===== config.mk =====
export PLATFORM = sky130hd
export DESIGN_NAME = display_timing_gen
export DESIGN_NICKNAME = d
export VERILOG_FILES = /design/src/rtl/display_timing_gen.sv
export SDC_FILE = /design/constraint.sdc
export NUM_CORES = 1
export LEC_CHECK = 0
export BUFFER_PORTS_ARGS = -buffer_cell sky130_fd_sc_hd__buf_2
export CAP_MARGIN = 20
export CORE_MARGIN = 2
export CORE_UTILIZATION = 55
export DETAILED_ROUTE_END_ITERATION = 6
export PLACE_DENSITY = 0.86
export SLEW_MARGIN = 20
export SYNTH_ARGS = -nofsm -noshare
export SYNTH_HDL_FRONTEND = slang
export SYNTH_SLANG_ARGS = --single-unit

===== constraint.sdc =====
create_clock -name clk -period 2.95 [get_ports clk]
set_input_delay 0.1475 -clock clk [delete_from_list [all_inputs] [get_ports clk]]
set_output_delay 0.1475 -clock clk [all_outputs]
set_load 0.005 [all_outputs]

===== src/rtl/display_timing_gen.sv =====
// VGA-style raster timing: pixel-rate divider, h/v counters, registered sync and bright decodes.
// Optional frame_tick game-update strobe, built only when DISPLAY_FRAME_TICK_EN is defined.
module display_timing_gen #(
    parameter int         CLK_DIV     = 4,
    parameter int         H_TOTAL     = 800,
    parameter int         H_SYNC      = 96,
    parameter int         H_ACT_START = 144,
    parameter int         H_ACT_END   = 783,
    parameter int         V_TOTAL     = 525,
    parameter int         V_SYNC      = 2,
    parameter int         V_ACT_START = 35,
    parameter int         V_ACT_END   = 514,
    parameter logic [7:0] FRAME_DIV   = 8'd1
) (
    input  logic       clk,
    input  logic       rst_n,
    output logic [9:0] hCount,
    output logic [9:0] vCount,
    output logic       hSync,
    output logic       vSync,
    output logic       bright,
    output logic       pix_en,
    output logic       frame_tick
);

    localparam int               DIV_W    = (CLK_DIV > 1) ? $clog2(CLK_DIV) : 1;
    localparam logic [DIV_W-1:0] DIV_LAST = DIV_W'(CLK_DIV - 1);
    localparam logic [9:0]       H_LAST   = 10'(H_TOTAL - 1);
    localparam logic [9:0]       V_LAST   = 10'(V_TOTAL - 1);
    localparam logic [9:0]       H_SYN    = 10'(H_SYNC);
    localparam logic [9:0]       V_SYN    = 10'(V_SYNC);
    localparam logic [9:0]       HA_S     = 10'(H_ACT_START);
    localparam logic [9:0]       HA_E     = 10'(H_ACT_END);
    localparam logic [9:0]       VA_S     = 10'(V_ACT_START);
    localparam logic [9:0]       VA_E     = 10'(V_ACT_END);

    logic             run_q, run_d;
    logic [DIV_W-1:0] div_q, div_d;
    logic             pix_en_q, pix_en_d;
    logic [9:0]       h_q, h_d;
    logic [9:0]       v_q, v_d;
    logic             hsync_q, hsync_d;
    logic             vsync_q, vsync_d;
    logic             bright_q, bright_d;
    logic             h_wrap;

    // The first edge after release only arms the divider, so the first pix_en
    // lands exactly CLK_DIV clocks after reset is released.
    always_comb begin
        run_d    = 1'b1;
        div_d    = '0;
        h_d      = h_q;
        v_d      = v_q;
        h_wrap   = 1'b0;
        if (run_q && (div_q != DIV_LAST)) begin
            div_d = div_q + 1'b1;
        end
        pix_en_d = (div_d == DIV_LAST);
        if (pix_en_q) begin
            if (h_q == H_LAST) begin
                h_d    = '0;
                h_wrap = 1'b1;
            end else begin
                h_d = h_q + 10'd1;
            end
        end
        if (h_wrap) begin
            if (v_q == V_LAST) begin
                v_d = '0;
            end else begin
                v_d = v_q + 10'd1;
            end
        end
        // Decodes look at next-state counts so they switch on the same edge as the counters.
        hsync_d  = (h_d >= H_SYN);
        vsync_d  = (v_d >= V_SYN);
        bright_d = (h_d >= HA_S) && (h_d <= HA_E) && (v_d >= VA_S) && (v_d <= VA_E);
    end

    always_ff @(posedge clk or negedge rst_n) begin
        if (!rst_n) begin
            run_q    <= 1'b0;
            div_q    <= '0;
            pix_en_q <= 1'b0;
            h_q      <= '0;
            v_q      <= '0;
            hsync_q  <= 1'b0;
            vsync_q  <= 1'b0;
            bright_q <= 1'b0;
        end else begin
            run_q    <= run_d;
            div_q    <= div_d;
            pix_en_q <= pix_en_d;
            h_q      <= h_d;
            v_q      <= v_d;
            hsync_q  <= hsync_d;
            vsync_q  <= vsync_d;
            bright_q <= bright_d;
        end
    end

    assign hCount = h_q;
    assign vCount = v_q;
    assign hSync  = hsync_q;
    assign vSync  = vsync_q;
    assign bright = bright_q;
    assign pix_en = pix_en_q;

`ifdef DISPLAY_FRAME_TICK_EN
    localparam logic [7:0] FRAME_DIV_EFF = (FRAME_DIV == 8'd0) ? 8'd1 : FRAME_DIV;

    logic [7:0] frame_cnt_q, frame_cnt_d;
    logic       frame_tick_q, frame_tick_d;
    logic       last_vis;

    // A frame is counted when its last visible pixel is consumed.
    always_comb begin
        last_vis     = pix_en_q && (h_q == HA_E) && (v_q == VA_E);
        frame_cnt_d  = frame_cnt_q;
        frame_tick_d = 1'b0;
        if (last_vis) begin
            if (frame_cnt_q == FRAME_DIV_EFF - 8'd1) begin
                frame_cnt_d  = '0;
                frame_tick_d = 1'b1;
            end else begin
                frame_cnt_d = frame_cnt_q + 8'd1;
            end
        end
    end

    always_ff @(posedge clk or negedge rst_n) begin
        if (!rst_n) begin
            frame_cnt_q  <= '0;
            frame_tick_q <= 1'b0;
        end else begin
            frame_cnt_q  <= frame_cnt_d;
            frame_tick_q <= frame_tick_d;
        end
    end

    assign frame_tick = frame_tick_q;
`else
    assign frame_tick = 1'b0;
`endif

endmodule


==> impl_metrics.yaml <==
route:
  wl_on_met1_um: 1429
  drt_wl_total_um: 3154
  pre_repair_dr_iteration_count: 4
  via_count: 1216
  postRouteAntennaNets: 0
  dr_wl_met2_um: 1581
  post_drt_wl_per_cell_um: 15.54
  met3WireLength_um: 80
  detail_route.vias_per_cell: 5.990
  post-route-drc-count: 0
  topRoutingLayerUsed: "met4"
  dr.first_iter.drc_count: 43
clocking:
  cts_max_path_buffers: 2
  clk_root_buffer_cell: "sky130_fd_sc_hd__clkbuf_4"
  cts_buffers: 3
  cts-htree-levels: 1
  tritoncts: "built"
  numClockSinks: 27
  clkSlewWorstSetupHoldPaths_ns: 0.14
  post-cts-setup-buffers: 0
  insertion_delay_ns: 0.33
pwr:
  power_density_mw_per_mm2: 413.5
  vdd_drop_max_mv: 0.3867
  power_leakage_nw: 0.8062
sta:
  final-max-slew-violation-count: 0
  worst_slew_pin_slew_ns: 0.5729
  final.period_utilization: 0.8821
  setup_viol: 0
  max_freq_mhz: 384.3
  timing.clock.skew_ns: 0.003137
  hold_viol: 0
  fin_crit_ns: 2.602
  fin_setup_tns_ns: 0
  relSlewSlack: 0.6181
  rsz_0062_raised_after_global_routing: "no"
final_layout:
  multi_input_comb_area_um2: 755.7
  nFillCells: 229
  post_route_cells_drive_above_1_share: 0.2442
  flow.area_growth_from_synthesis_pct: 8.942
  commonest_non_fill_non_tap_cell_in_the_layout: "sky130_fd_sc_hd__dfrtp_1"
  design.final.nets: 179
  mostFrequentLayoutCells: "sky130_fd_sc_hd__dfrtp_1, sky130_fd_sc_hd__buf_2, sky130_fd_sc_hd__nand2_1"
  layout.area.seq_um2: 675.6
  num_antenna_cells: 0
  design_area_mm2: 0.001662
worst_setup_path:
  cp-end-kind: "register"
  worst-endpoint-required_ns: 3.21
  critical-path-slowest-cell: "sky130_fd_sc_hd__dfrtp_1"
  path_cells: "ha_1 > and2_1 > and3_2 > mux2_1 > o211ai_1 > a311oi_1 > or3_1 > a31oi_1"
  largest_driver_fanout_on_the_critical_path: 14
  cpPeakStageDelay_ns: 0.45
  arrival_ns: 2.86
  reg2reg_slack_ns: 0.35
  critical_path_class: "reg2reg"
  startpoint_type: "register"
placed_design:
  finalWeightedCongestion: 0.8322
  port_buffers: 25
  detailed_place_hpwl_um: 2319
  post_dp_cell_area_mm2: 0.001624
floorplanning:
  die_h_um: 56.66
  die_area_mm2: 0.003210
  floorplan_core_area_mm2: 0.002686
  core.rowCount: 19
  pin_count: 27
  die-width_um: 56.66
  floorplan.initialDensity: 0.5678
status:
  status: "completed"
synthesis:
  ys_types: 50
  synth_sequential_area_ratio: 0.4430
  syn_nets: 155
  synth_cells: 149
  synth-seq-cells: 27
  syn-mean-instance-area_um2: 10.24
  post-synth-top-area-cell: "sky130_fd_sc_hd__dfrtp_1"
  ys_warn_count: 0
  synth_largest_type_area_fraction: 0.4430
  ys_top_cells_by_area: "sky130_fd_sc_hd__dfrtp_1, sky130_fd_sc_hd__xnor2_1, sky130_fd_sc_hd__buf_6"
  netlist_area_before_placement_mm2: 0.001525
global_routing:
  wire_length_of_the_first_global_routing_pass_um: 5478
  globalRoute.totalOverflow: 0
  antenna_found_initial: 0
  grt.total_usage: 0.2189
  grt_pass1_vias: 1168
  grt_start_max_net_pins: 28
flow_run:
  cap_violations: 0
min_path:
  hold_class: "in2async"
-- state kept, by name, summed over array words and instances (netlist names) --
register  count
vCount       10
bright        1
pix_en        1
hSync         1
run_q         1
hCount       10
div_q         2
vSync         1
-- final cells by class --
class                           count  share of cell area
Inverter                            6             0.01355
Timing Repair Buffer               27             0.08584
Sequential cell                    27              0.4066
Clock buffer                        4             0.01581
Tap cell                           31             0.02334
Multi-Input combinational cell    108              0.4548
-- critical path: cells and delay by family, from the launching register on --
kind,cells,cell delay (ns)
simple gates,3,0.99
flops,1,0.45
fa+ha+maj,1,0.19
compound gates,3,0.56
mux,1,0.35
-- cells by family after synthesis --
kind of cell               after synthesis  share of synthesized area
DFF                                     27                     0.4430
AOI/OAI and AO/OA                       27                     0.1148
adders and majority gates                4                    0.03282
and+or+nand+nor                         63                     0.2683
other                                    2                   0.004924
muxes                                    2                    0.01640
buffers and inverters                   14                    0.06234
xor gates and xnor gates                10                    0.05743
-- power breakdown --
part,internal (mW),total (mW),switching [mW]
clock,0.0531,0.161,0.108
combinational,0.0435,0.0876,0.0441
sequential,0.399,0.438,0.0393
total,0.496,0.687,0.192
-- stage by stage --
stage / total power, mW / instances / hold slack [ns] / utilization / worst slack [ns]
after global routing: 0.7169 / 203 / 0.3888 / 0.6185 / 0.1316
final: 0.6871 / 203 / 0.3241 / 0.6185 / 0.3479
after global placement: 0.5256 / 198 / 0.1652 / 0.6046 / 0.3877
after detailed placement: 0.5334 / 198 / 0.1722 / 0.6046 / 0.2796
after CTS: 0.6904 / 203 / 0.3473 / 0.6181 / 0.2340
after floorplan: 0.4851 / 149 / -0.1481 / - / 0.6510
-- layer usage --
| metal | up-vias | track usage |
|---|---|---|
| met5 | - | 0 |
| met4 | 0 | 0.1054 |
| met3 | 7 | 0.02304 |
| met2 | 25 | 0.3472 |
| met1 | 590 | 0.3003 |
| li1 | 594 | - |
-- Yosys cell counts (all sizes together) --
cell	count
a31oi	3
and4	3
and2b	1
o2bb2ai	1
dfrtp	27
or3	2
o31ai	2
or4b	2
and2	2
a2111o	1
or4	3
nand4	8
a21oi	1
nand4b	1
clkbuf	2
conb	2
a311oi	1
nor4b	1
and3b	1
o21ai	12
mux2	1
nor2b	1
xor2	3
nor2	5
and3	7
nor3b	1
nand3b	1
nand3	6
inv	6
a21o	1
o211ai	1
a41oi	1
nand2	11
buf	6
xnor2	7
or2	1
o22ai	2
ha	4
nor3	6
mux2i	1
a311o	1
-- path summary, 6_finish.rpt --
kind	from	endpoint	cells past startpoint
min reg2reg	div_q[0]$_DFF_PN0_	pix_en$_DFF_PN0_	1
max	hCount[0]$_DFF_PN0_	bright$_DFF_PN0_	8
max reg2reg	hCount[0]$_DFF_PN0_	bright$_DFF_PN0_	8
max in group asynchronous	rst_n	vCount[5]$_DFF_PN0_	2
min in group clk	div_q[0]$_DFF_PN0_	pix_en$_DFF_PN0_	1
min	rst_n	hCount[1]$_DFF_PN0_	2
-- timing repair --
item	in CTS	in global routing
setup endpoints to repair	0	1
hold buffers	1	0
hold endpoints to repair	27	0
resized for setup	0	1
(Power assumes the default switching activity.)
